--- src/rtl/phase_shift_filter_if.sv ---
// Handshake-free control bundle between the DPLL reference/divider side and
// phase_shift_filter: conditioning inputs, shift pulses and lock status.
// Ports (slave = filter side):
//   in  enable_i, ref_i, fb_i, k_limit_i[K_WIDTH]
//   out positiveShift_o, negativeShift_o, lock_o
//   out phaseErr_o[ERR_WIDTH+1], phaseErrValid_o (only with PHASE_SHIFT_ERR_OUT_EN)
interface phase_shift_filter_if #(
    parameter int K_WIDTH = 6
`ifdef PHASE_SHIFT_ERR_OUT_EN
    , parameter int ERR_WIDTH = 8
`endif
);
    logic               enable_i;
    logic               ref_i;
    logic               fb_i;
    logic [K_WIDTH-1:0] k_limit_i;
    logic               positiveShift_o;
    logic               negativeShift_o;
    logic               lock_o;
`ifdef PHASE_SHIFT_ERR_OUT_EN
    logic signed [ERR_WIDTH:0] phaseErr_o;
    logic                      phaseErrValid_o;
`endif

    modport master (
        output enable_i, ref_i, fb_i, k_limit_i,
        input  positiveShift_o, negativeShift_o, lock_o
`ifdef PHASE_SHIFT_ERR_OUT_EN
        , input phaseErr_o, phaseErrValid_o
`endif
    );

    modport slave (
        input  enable_i, ref_i, fb_i, k_limit_i,
        output positiveShift_o, negativeShift_o, lock_o
`ifdef PHASE_SHIFT_ERR_OUT_EN
        , output phaseErr_o, phaseErrValid_o
`endif
    );
endinterface

--- src/rtl/phase_shift_filter.sv ---
// DPLL phase detector + random-walk (K-counter) filter producing one-cycle
// advance/retard pulses for the divider, plus lock detection.
// Ports: clk_i, reset_i (async, active-high), bus (phase_shift_filter_if.slave).
// Optional macro PHASE_SHIFT_ERR_OUT_EN adds phaseErr_o/phaseErrValid_o.
module phase_shift_filter #(
    parameter int K_WIDTH    = 6,
    parameter int ERR_WIDTH  = 8,
    parameter int DEADBAND   = 1,
    parameter int HOLDOFF    = 4,
    parameter int LOCK_COUNT = 8
) (
    input  logic                clk_i,
    input  logic                reset_i,
    phase_shift_filter_if.slave bus
);
    localparam int CW = K_WIDTH + 1;
    localparam int HW = $clog2(HOLDOFF + 2);
    localparam int LW = $clog2(LOCK_COUNT + 2);

    localparam logic [1:0] IDLE     = 2'd0;
    localparam logic [1:0] WAIT_FB  = 2'd1;
    localparam logic [1:0] WAIT_REF = 2'd2;

    localparam logic [ERR_WIDTH-1:0] ERR_MAX = '1;
    localparam logic [ERR_WIDTH-1:0] ERR_ONE = ERR_WIDTH'(1);
    localparam logic [ERR_WIDTH-1:0] DB      = ERR_WIDTH'(DEADBAND);
    localparam logic [HW-1:0]        HO_LOAD = HW'(HOLDOFF);
    localparam logic [LW-1:0]        LK_MAX  = LW'(LOCK_COUNT);
    localparam logic signed [CW-1:0] C_ONE   = CW'(1);

    logic ref_s1, ref_s2, ref_d, fb_d;
    logic ref_rise, fb_rise;

    logic [1:0]           state_q, state_d;
    logic [ERR_WIDTH-1:0] err_q, err_d;
    logic                 meas_vld, meas_lag, abort;
    logic [ERR_WIDTH-1:0] meas_err;

    logic signed [CW-1:0] c_q, c_cl, k_top;
    logic [K_WIDTH-1:0]   k_lim;
    logic [HW-1:0]        ho_q;
    logic [LW-1:0]        streak_q, streak_inc;
    logic                 pos_q, neg_q, lock_q;
    logic                 meas_use, vote_ok;

    assign ref_rise = ref_s2 & ~ref_d;
    assign fb_rise  = bus.fb_i & ~fb_d;

    // Phase detector: measures the distance between paired edges.
    always_comb begin
        state_d  = state_q;
        err_d    = err_q;
        meas_vld = 1'b0;
        meas_lag = 1'b0;
        meas_err = '0;
        abort    = 1'b0;
        unique case (state_q)
            IDLE: begin
                if (ref_rise && fb_rise) begin
                    meas_vld = 1'b1;
                end else if (ref_rise) begin
                    err_d   = ERR_ONE;
                    state_d = WAIT_FB;
                end else if (fb_rise) begin
                    err_d   = ERR_ONE;
                    state_d = WAIT_REF;
                end
            end
            WAIT_FB: begin
                if (fb_rise || ref_rise) begin
                    meas_vld = 1'b1;
                    meas_lag = 1'b1;
                    meas_err = err_q;
                    // a fresh ref edge opens the next measurement at once
                    if (ref_rise) err_d = ERR_ONE;
                    else          state_d = IDLE;
                end else if (err_q == ERR_MAX) begin
                    abort   = 1'b1;
                    state_d = IDLE;
                end else begin
                    err_d = err_q + ERR_ONE;
                end
            end
            WAIT_REF: begin
                if (ref_rise || fb_rise) begin
                    meas_vld = 1'b1;
                    meas_err = err_q;
                    if (fb_rise) err_d = ERR_ONE;
                    else         state_d = IDLE;
                end else if (err_q == ERR_MAX) begin
                    abort   = 1'b1;
                    state_d = IDLE;
                end else begin
                    err_d = err_q + ERR_ONE;
                end
            end
            default: begin
                state_d = IDLE;
                err_d   = '0;
            end
        endcase
    end

    // k_limit_i may shrink under a live counter; clamp before use.
    always_comb begin
        k_lim = (bus.k_limit_i == '0) ? K_WIDTH'(1) : bus.k_limit_i;
        k_top = $signed({1'b0, k_lim - K_WIDTH'(1)});
        if (c_q > k_top)       c_cl = k_top;
        else if (c_q < -k_top) c_cl = -k_top;
        else                   c_cl = c_q;
    end

    assign meas_use   = bus.enable_i & meas_vld;
    assign vote_ok    = meas_use & (meas_err > DB) & (ho_q == '0);
    assign streak_inc = (streak_q == LK_MAX) ? streak_q : streak_q + LW'(1);

    always_ff @(posedge clk_i or posedge reset_i) begin
        if (reset_i) begin
            ref_s1   <= 1'b0;
            ref_s2   <= 1'b0;
            ref_d    <= 1'b0;
            fb_d     <= 1'b0;
            state_q  <= IDLE;
            err_q    <= '0;
            c_q      <= '0;
            ho_q     <= '0;
            streak_q <= '0;
            pos_q    <= 1'b0;
            neg_q    <= 1'b0;
            lock_q   <= 1'b0;
        end else begin
            ref_s1 <= bus.ref_i;
            ref_s2 <= ref_s1;
            ref_d  <= ref_s2;
            fb_d   <= bus.fb_i;
            pos_q  <= 1'b0;
            neg_q  <= 1'b0;
            if (!bus.enable_i) begin
                state_q  <= IDLE;
                err_q    <= '0;
                ho_q     <= '0;
                streak_q <= '0;
                lock_q   <= 1'b0;
            end else begin
                state_q <= state_d;
                err_q   <= err_d;
                if (ho_q != '0) ho_q <= ho_q - HW'(1);
                if (vote_ok) begin
                    if (meas_lag) begin
                        if (c_cl == k_top) begin
                            pos_q <= 1'b1;
                            c_q   <= '0;
                            ho_q  <= HO_LOAD;
                        end else begin
                            c_q <= c_cl + C_ONE;
                        end
                    end else begin
                        if (c_cl == -k_top) begin
                            neg_q <= 1'b1;
                            c_q   <= '0;
                            ho_q  <= HO_LOAD;
                        end else begin
                            c_q <= c_cl - C_ONE;
                        end
                    end
                end
                if (abort) begin
                    streak_q <= '0;
                    lock_q   <= 1'b0;
                end else if (meas_vld) begin
                    if (meas_err <= DB) begin
                        streak_q <= streak_inc;
                        if (streak_inc >= LK_MAX) lock_q <= 1'b1;
                    end else begin
                        streak_q <= '0;
                        lock_q   <= 1'b0;
                    end
                end
            end
        end
    end

    assign bus.positiveShift_o = pos_q;
    assign bus.negativeShift_o = neg_q;
    assign bus.lock_o          = lock_q;

`ifdef PHASE_SHIFT_ERR_OUT_EN
    logic signed [ERR_WIDTH:0] pe_q;
    logic                      pe_vld_q;

    always_ff @(posedge clk_i or posedge reset_i) begin
        if (reset_i) begin
            pe_q     <= '0;
            pe_vld_q <= 1'b0;
        end else begin
            pe_vld_q <= meas_use;
            if (meas_use) begin
                pe_q <= meas_lag ? $signed({1'b0, meas_err})
                                 : -$signed({1'b0, meas_err});
            end
        end
    end

    assign bus.phaseErr_o      = pe_q;
    assign bus.phaseErrValid_o = pe_vld_q;
`endif
endmodule

--- src/flat_wrapper.sv ---
// flat-port wrapper written by rule: the top's interface ports become plain ports
module phase_shift_filter_flat 
#(
    parameter int K_WIDTH    = 6,
    parameter int ERR_WIDTH  = 8,
    parameter int DEADBAND   = 1,
    parameter int HOLDOFF    = 4,
    parameter int LOCK_COUNT = 8
)
  (clk_i, reset_i, bus_enable_i, bus_ref_i, bus_fb_i, bus_k_limit_i, bus_positiveShift_o, bus_negativeShift_o, bus_lock_o);
  phase_shift_filter_if #(.K_WIDTH(K_WIDTH)) bus_i ();
  input  logic clk_i;
  input  logic reset_i;
  input wire logic [$bits(bus_i.enable_i)-1:0] bus_enable_i;
  input wire logic [$bits(bus_i.ref_i)-1:0] bus_ref_i;
  input wire logic [$bits(bus_i.fb_i)-1:0] bus_fb_i;
  input wire logic [$bits(bus_i.k_limit_i)-1:0] bus_k_limit_i;
  output wire logic [$bits(bus_i.positiveShift_o)-1:0] bus_positiveShift_o;
  output wire logic [$bits(bus_i.negativeShift_o)-1:0] bus_negativeShift_o;
  output wire logic [$bits(bus_i.lock_o)-1:0] bus_lock_o;
  assign bus_i.enable_i = bus_enable_i;
  assign bus_i.ref_i = bus_ref_i;
  assign bus_i.fb_i = bus_fb_i;
  assign bus_i.k_limit_i = bus_k_limit_i;
  assign bus_positiveShift_o = bus_i.positiveShift_o;
  assign bus_negativeShift_o = bus_i.negativeShift_o;
  assign bus_lock_o = bus_i.lock_o;
  phase_shift_filter #(.K_WIDTH(K_WIDTH), .ERR_WIDTH(ERR_WIDTH), .DEADBAND(DEADBAND), .HOLDOFF(HOLDOFF), .LOCK_COUNT(LOCK_COUNT)) u_core (.clk_i(clk_i), .reset_i(reset_i), .bus(bus_i));
endmodule
--- config.mk ---
export PLATFORM = sky130hd
export DESIGN_NAME = phase_shift_filter_flat
export DESIGN_NICKNAME = d
export VERILOG_FILES = /design/src/rtl/phase_shift_filter_if.sv /design/src/rtl/phase_shift_filter.sv /design/src/flat_wrapper.sv
export SDC_FILE = /design/constraint.sdc
export NUM_CORES = 1
export LEC_CHECK = 0
export ABC_AREA = 1
export BUFFER_PORTS_ARGS = -buffer_cell sky130_fd_sc_hd__buf_4
export CORE_UTILIZATION = 57
export DETAILED_ROUTE_END_ITERATION = 7
export PLACE_DENSITY = 0.89
export SLEW_MARGIN = 30
export SYNTH_ARGS = -nofsm -noshare
export SYNTH_HDL_FRONTEND = slang
export SYNTH_SLANG_ARGS = --single-unit
--- constraint.sdc ---
create_clock -name clk_i -period 2.8 [get_ports clk_i]
set_input_delay 0.28 -clock clk_i [delete_from_list [all_inputs] [get_ports clk_i]]
set_output_delay 0.28 -clock clk_i [all_outputs]
set_load 0.02 [all_outputs]
==> results of run 1 <==
cells by family after synthesis:
group | count (synthesis)
buffers and inverters | 79
xor gates and xnor gates | 13
AOI/OAI and AO/OA | 50
adders and majority gates | 23
and+or+nand+nor | 279
DFF | 31
per-layer routing:
| metal | global-route usage [%] | overflow |
|---|---|---|
| met1 | 63.00 | 0 |
| met2 | 88.29 | 2 |
| met3 | 38.68 | 0 |
| met4 | 63.46 | 5 |
| met5 | 3.636 | 0 |
stage by stage:
| stage | std cells | util, % | instance area (µm²) |
|---|---|---|---|
| 2_1_floorplan | 475 | - | 3294 |
| 3_3_place_gp | 614 | 75.48 | 3929 |
| 3_5_place_dp | 614 | 75.48 | 3929 |
| 4_1_cts | 632 | 84.04 | 4374 |
timing repair:
item	in CTS
gates cloned	2
resized for setup	50
setup buffers	8
pin swaps	32
endpoints found under the setup margin	12
endpoints found under the hold margin	0
Yosys cell counts:
cell      instances
a21o_1            2
a21oi_1          13
a21oi_2           1
a31oi_1           1
a32oi_1           2
a41oi_1           1
buf_2             1
buf_4             1
buf_6             2
clkbuf_1          3
dfrtp_1          31
ha_1             23
inv_1            67
inv_2             5
nand2_1         123
nand2_2          15
nand2_4           2
nand3_1          60
nand3_2          12
nand3b_1          5
nand4_1          17
nor2_1           29
nor2_2            3
nor3_1            9
nor4_1            2
o21ai_0          22
o21ai_1           1
o21bai_1          1
o22ai_1           4
o31ai_1           1
o32ai_1           1
or2_2             2
xnor2_1           4
xor2_1            7
xor2_2            1
xor2_4            1
==> impl_metrics.ini, run 1 <==
[run_status]
outcome = aborted with a tool error
haltStage = global routing (5_1_grt)
first-error = [ERROR GRT-0232] Routing congestion too high. Check the congestion heatmap in the GUI.

[logic_synthesis]
synth_top_area_share_pct = 24.66
muxShareOfSynthArea_pct = 0
synth-compound-area-share_pct = 9.069
yosys-top-cells-area = dfrtp_1 (25%), nand2_1 (15%), nand3_1 (9.5%), ha_1 (9.1%), inv_1 (8.0%)
synth_area_leader_cell = dfrtp_1
synth_area_um2 = 3146
synth.distinct_cells = 36
syn-num-nets = 509
yosys_register_bits = 31
synth_top_family_by_area = simple AND/OR/NAND/NOR gates
yosysWarnings = 0
synthCells = 475
synth_fa_ha_area_share_pct = 9.149
ys_seq_area_share_pct = 24.66
synth-xor-area-share_pct = 4.455
yosys.area_share.simple_pct = 42.60
syn-mean-instance-area_um2 = 6.622

[die]
io-pin-count = 14
dieWidth_um = 76.29
fp-row-count = 26
initial_core_util_pct = 60.43
die_y_um = 76.29

[clock_tree]
numCtsBuffers = 5
cts_hold_buf = 0
cts_max_level = 2
cts_num_sinks = 31
clock_tree.buffer_depth = 2
clock-root-buffer = clkbuf_8

[sta]
worst-ep-kind = register data pin
worst_endpoint = u_core.ho_q[2]$_DFF_PP0_/D

[place]
io_buffers = 13
finalWeightedCongestion = 0.8888
place_ws_ps = -727.6
place_hpwl_um = 6707

[grt]
overflow = 7
grt_max_degree = 32
grt_usage_pct = 63.38
==> run 2, diff against run 1 <==
- CORE_UTILIZATION: 57 -> 40
- PLACE_DENSITY: 0.89 -> not set
- PLACE_DENSITY_LB_ADDON: not set -> 0.15
- clock period: 2.8 -> 3.6 ns (I/O delays scaled with it)
==> run 2 against run 1 <==
  * The run now ends clean
  * Synthesized area unchanged
  * Synthesized cell count unchanged
==> impl_metrics.ini, run 2 <==
[grt]
met3_usage_pct = 2.862
grt_pass1_wl_um = 13540
overflow = 0
grt-busiest-layer = met2
use_met1_pct = 25.97
antenna_found_initial = 0
use_met2_pct = 34.34
grt_pass1_vias = 3034
grt_usage_pct = 20.12
grt_max_degree = 32

[logic_synthesis]
yosys.area_share.simple_pct = 42.60
syn-mean-instance-area_um2 = 6.622
synth_area_um2 = 3146
ys_async_sr_fraction_pct = 100.0
synth.distinct_cells = 36
synth_edf_count = 0
synth_top_family_by_area = simple AND/OR/NAND/NOR gates
synth-compound-area-share_pct = 9.069
synth_ff_type = dfrtp_1
synth-xor-area-share_pct = 4.455
ys_seq_area_share_pct = 24.66
yosys_register_bits = 31
yosysWarnings = 0
synth_top_area_share_pct = 24.66
syn-num-nets = 509
synth_area_leader_cell = dfrtp_1
yosysMostFrequentCell = nand2_1
synthCells = 475
muxShareOfSynthArea_pct = 0
synth_common_cells = nand2_1 (123), inv_1 (67), nand3_1 (60)
yosys-top-cells-area = dfrtp_1 (25%), nand2_1 (15%), nand3_1 (9.5%), ha_1 (9.1%), inv_1 (8.0%)
synth_fa_ha_area_share_pct = 9.149

[sta]
tns_ps = 0
fin_crit_ps = 3380
relSlewSlack_pct = 65.84
finalMaxSlewViolations = 0
tightest_slew_ps = 508.5
setup_viol = 0
final_hold_viol_count = 0
fmax_mhz = 295.9
post-route-period-util_pct = 93.88
skew_ps = 8.022

[place]
place_hpwl_um = 6311
finalWeightedCongestion = 0.9227
io_buffers = 13
place.detailed.instances = 619
placed_area_um2 = 3626

[finish]
multi_input_area_um2 = 2172
finalNetCount = 569
final_util_pct = 52.73
drive_above_1_share_pct = 23.51
syn_to_final_growth_pct = 24.18
fill_cells = 740
top_regs = u_core.err_q: 8 flops, u_core.c_q: 7 flops, u_core.streak_q: 4 flops
regArea_um2 = 775.7
largest-register = u_core.err_q
antenna_cells = 0
finalInstanceArea_um2 = 3906
fin_cells = 635
final_common_cell = nand2_1
layout_common_cells = nand2_1 (119), inv_1 (67), nand3_1 (57)
largest_reg_flops = 8

[worst_setup_path]
crit_fanout = 8
cp_slowest_stage_delay_ps = 270
critPathLaunchType = input port
rrSetupSlack_ps = 580
cp.arrival_ps = 3580
worstPathRequired_ps = 3800
path_common_cell = nand2_1
slowest_stage = ha_1
criticalPathCategory = in -> reg
endpoint_kind = register

[die]
dieWidth_um = 90.68
die_y_um = 90.68
core_um2 = 7408
dieArea_um2 = 8223
io-pin-count = 14
fp-row-count = 31
initial_core_util_pct = 42.46

[worst_hold_path]
hold_class = in -> async

[power_and_ir_drop]
power_per_cell_area_nw_per_um2 = 446.1
peakVddDrop_mv = 0.1872
comb_power_share_pct = 56.4
power.leakage_nw = 2.047
p_int_mw = 0.9693
seqPwrFrac_pct = 26.0
p_sw_mw = 0.7734
pwr-share-clk_pct = 17.6
total_power_mw = 1.743
sw_frac_of_total_pct = 44.38

[clock_tree]
clock-root-buffer = clkbuf_8
clock_latency_ps = 280
numCtsBuffers = 5
cts_num_sinks = 31
cts_tree = built
cts_hold_buf = 0
cts_max_level = 2
clock_tree.buffer_depth = 2
path_clk_slew_ps = 70

[routing]
antenna_left = 0
drc = 0
drt_pass1_iterations = 7
wl_per_cell_um = 12.95
avgViaCountPerCell = 5.124
routed_wl_um = 8223
first_iter_violations = 181
vias = 3254

[flow_run]
cap_viol_max_count = 0

[run_status]
outcome = finished clean
## run 2: cell counts after synthesis
Identical to the previous run, type by type.
## run 2: final cells by class
class	instances	area share, %
repair buffers	59	11.79
flip-flops and latches	31	19.86
multi-input cells	366	55.61
inverters	72	6.919
clock buffers	7	2.466
well taps	99	3.171
clock inverters	1	0.1922
## run 2: kinds of logic (layout without fill, tap and decap cells)
logic type / after synthesis / in the layout
AOI/OAI and AO/OA: 50 / 50
xor gates and xnor gates: 13 / 13
adders and majority gates: 23 / 23
buffers and inverters: 79 / 139
DFF: 31 / 31
and+or+nand+nor: 279 / 280
## run 2: critical path, delay by kind of cell
kind                     cells  cell delay [ps]
AND/OR/NAND/NOR             19             1960
buffers and inverters        5              630
adder cells (fa/ha/maj)      2              440
AO/OA/AOI/OAI                1              180
## run 2: layer usage
metal  routed length (µm)  vias to the layer above
met2                 3933                       95
met5                    0                        -
met3                  411                       18
met1                 3756                     1462
met4                  122                        0
li1                     -                     1679
## run 2: metrics by stage
stage | setup slack, ps | hold WS, ps
floorplan | 29.85 | 331.2
global placement | -55.40 | 332.7
detailed placement | -137.2 | 349.7
CTS | 155.7 | 167.4
global route | -70.78 | 164.4
finish | 220.3 | 155.0
## run 2: path summary, 6_finish.rpt
| check | from | end | cells after the start |
|---|---|---|---|
| max reg2reg | u_core.c_q[2] | u_core.bus.positiveShift_o | 17 |
| min reg2reg | u_core.ref_s1 | u_core.ref_s2 | 0 |
| min | reset_i | u_core.bus.negativeShift_o | 3 |
| min in group clk_i | bus_ref_i | u_core.ref_s1 | 1 |
| max | bus_k_limit_i[2] | u_core.bus.positiveShift_o | 27 |
| max in group asynchronous | reset_i | u_core.err_q[4] | 3 |
## run 2: what timing repair did
| item | CTS | global route |
|---|---|---|
| setup buffers | 0 | 6 |
| gates resized for setup | 0 | 28 |
| setup endpoints to repair | 0 | 12 |
## run 2: power by group through the flow
stage | clock network (mW) | registers (mW) | logic [mW]
after detailed placement | 0 | 0.459 | 0.905
after global routing | 0.329 | 0.461 | 1.12
after CTS | 0.317 | 0.454 | 0.910
after floorplan | 0 | 0.443 | 0.678
final | 0.307 | 0.453 | 0.983
after global placement | 0 | 0.459 | 0.899
(Power assumes the default switching activity.)
==> run 3, diff against run 2 <==
- clock period: 3.6 -> 4.4 ns (I/O delays scaled with it)
==> run 3 against run 2 <==
  * Routed wire length is 4.3% lower
  * Worst setup slack better by 280 ps
  * Combinational power is 28% lower
  * Total power down 26%
  * Clock skew fell by 0.60 ps
  * First-iteration DRC count fell by 12%
  * Clock power decreased by 27%
  * Critical path depth grew 1
  * Design area is 12% lower
  * Hold slack gained 84 ps
  * Sequential power shrank 18%
==> impl_metrics.ini, run 3 (same netlist as run 2, synthesis figures left out) <==
[run_status]
outcome = finished clean

[clock_tree]
numCtsBuffers = 5
cts_hold_buf = 0
cts-resized-gates = 0
cts_num_sinks = 31
clock-root-buffer = clkbuf_8
post_cts_buffers = 0
clock_tree.buffer_depth = 2
path_clk_slew_ps = 60
clock_latency_ps = 280
cts_tree = built
cts_max_level = 2

[power_and_ir_drop]
power.leakage_nw = 1.832
peakVddDrop_mv = 0.1654
total_power_mw = 1.297
power_per_cell_area_nw_per_um2 = 375.6

[sta]
fmax_mhz = 256.3
fin_hold_ws_ps = 239.2
fin_crit_ps = 3902
post-route-period-util_pct = 88.69
rsz0062_at_grt = false
relSlewSlack_pct = 63.93
final_hold_viol_count = 0
setup_viol = 0
finalMaxSlewViolations = 0
tns_ps = 0
tightest_slew_ps = 536.9
skew_ps = 7.424

[flow_run]
cap_viol_max_count = 0

[die]
fp-row-count = 31
die_y_um = 90.68
io-pin-count = 14
initial_core_util_pct = 42.46
core_um2 = 7408
dieArea_um2 = 8223
dieWidth_um = 90.68

[routing]
antenna_left = 0
avgViaCountPerCell = 5.261
vias = 3120
first_iter_violations = 160
drc = 0
drt_pass1_iterations = 5
routed_wl_um = 7871
wl_per_cell_um = 13.27

[worst_setup_path]
cp_slowest_stage_delay_ps = 270
path_common_cell = nand2_1
worstPathRequired_ps = 4580
crit_fanout = 12
endpoint_kind = register
critPathLaunchType = input port
slowest_stage = or2_2
criticalPathCategory = in -> reg
cp.arrival_ps = 4080

[finish]
final_util_pct = 46.61
layout_common_cells = nand2_1 (123), inv_1 (67), nand3_1 (60)
finalNetCount = 528
largest_reg_flops = 8
syn_to_final_growth_pct = 9.785
regArea_um2 = 775.7
multi_input_area_um2 = 2053
fill_cells = 770
drive_above_1_share_pct = 13.77
antenna_cells = 0
largest-register = u_core.err_q
top_regs = u_core.err_q: 8 flops, u_core.c_q: 7 flops, u_core.streak_q: 4 flops
final_common_cell = nand2_1

[place]
finalWeightedCongestion = 0.9264
io_buffers = 13
place_hpwl_um = 6260

[grt]
grt_max_degree = 32
grt_pass1_vias = 3005
overflow = 0
grt_pass1_wl_um = 13880
antenna_found_initial = 0
grt_usage_pct = 20.62

[worst_hold_path]
hold_class = in -> async
run 3: cell types whose count changed in the layout (fill, tap and decap cells not counted), sizes merged:
cell      before  now
clkinv         0    1
clkinvlp       1    0
nand2        141  140
buf           59   19
clkbuf         7    6
run 3: area by class of cell:
| type | count | area share [%] |
|---|---|---|
| Clock buffer | 6 | 2.391 |
| Clock inverter | 1 | 0.1449 |
| Inverter | 72 | 7.826 |
| Multi-Input combinational cell | 365 | 59.46 |
| Sequential cell | 31 | 22.46 |
| Tap cell | 99 | 3.587 |
| Timing Repair Buffer | 19 | 4.130 |
run 3: worst max-delay path: cells and delay by family:
family                   cells  cell delay [ps]
AND/OR/NAND/NOR             22             2740
adder cells (fa/ha/maj)      2              460
buffers and inverters        3              230
AO/OA/AOI/OAI                1              180
run 3: routing by layer:
layer	track usage [%]	share of wire, %	vias up	wire length (µm)
met5	0	0	-	0
met4	5.914	1.6	0	126
met3	2.609	4.1	9	322
met2	34.47	45	67	3558
met1	27.67	49	1442	3864
li1	-	-	1602	-
run 3: final timing paths:
kind                                   from                          to  slack (ps)  cells after the start
max                        bus_k_limit_i[2]              u_core.ho_q[1]         500                     28
min in group clk_i                bus_ref_i               u_core.ref_s1         270                      1
max reg2reg                   u_core.c_q[2]              u_core.ho_q[1]        1380                     19
max in group asynchronous           reset_i               u_core.c_q[3]        3860                      3
min reg2reg                   u_core.ref_s1               u_core.ref_s2         360                      0
min                                 reset_i  u_core.bus.negativeShift_o         240                      3
run 3: stage by stage:
step / area, µm² / cells / worst slack, ps
2_1_floorplan: 3146 / 475 / 749.8
3_3_place_gp: 3366 / 586 / 213.1
3_5_place_dp: 3366 / 586 / 227.5
4_1_cts: 3453 / 593 / 520.5
5_1_grt: 3453 / 593 / 124.8
6_report: 3453 / 593 / 497.6
run 3: power breakdown:
group          switching [mW]  internal, mW  leakage [nW]
combinational           0.443         0.260          1.37
sequential             0.0424         0.328         0.416
clock                   0.102         0.123        0.0470
total                   0.587         0.710          1.83
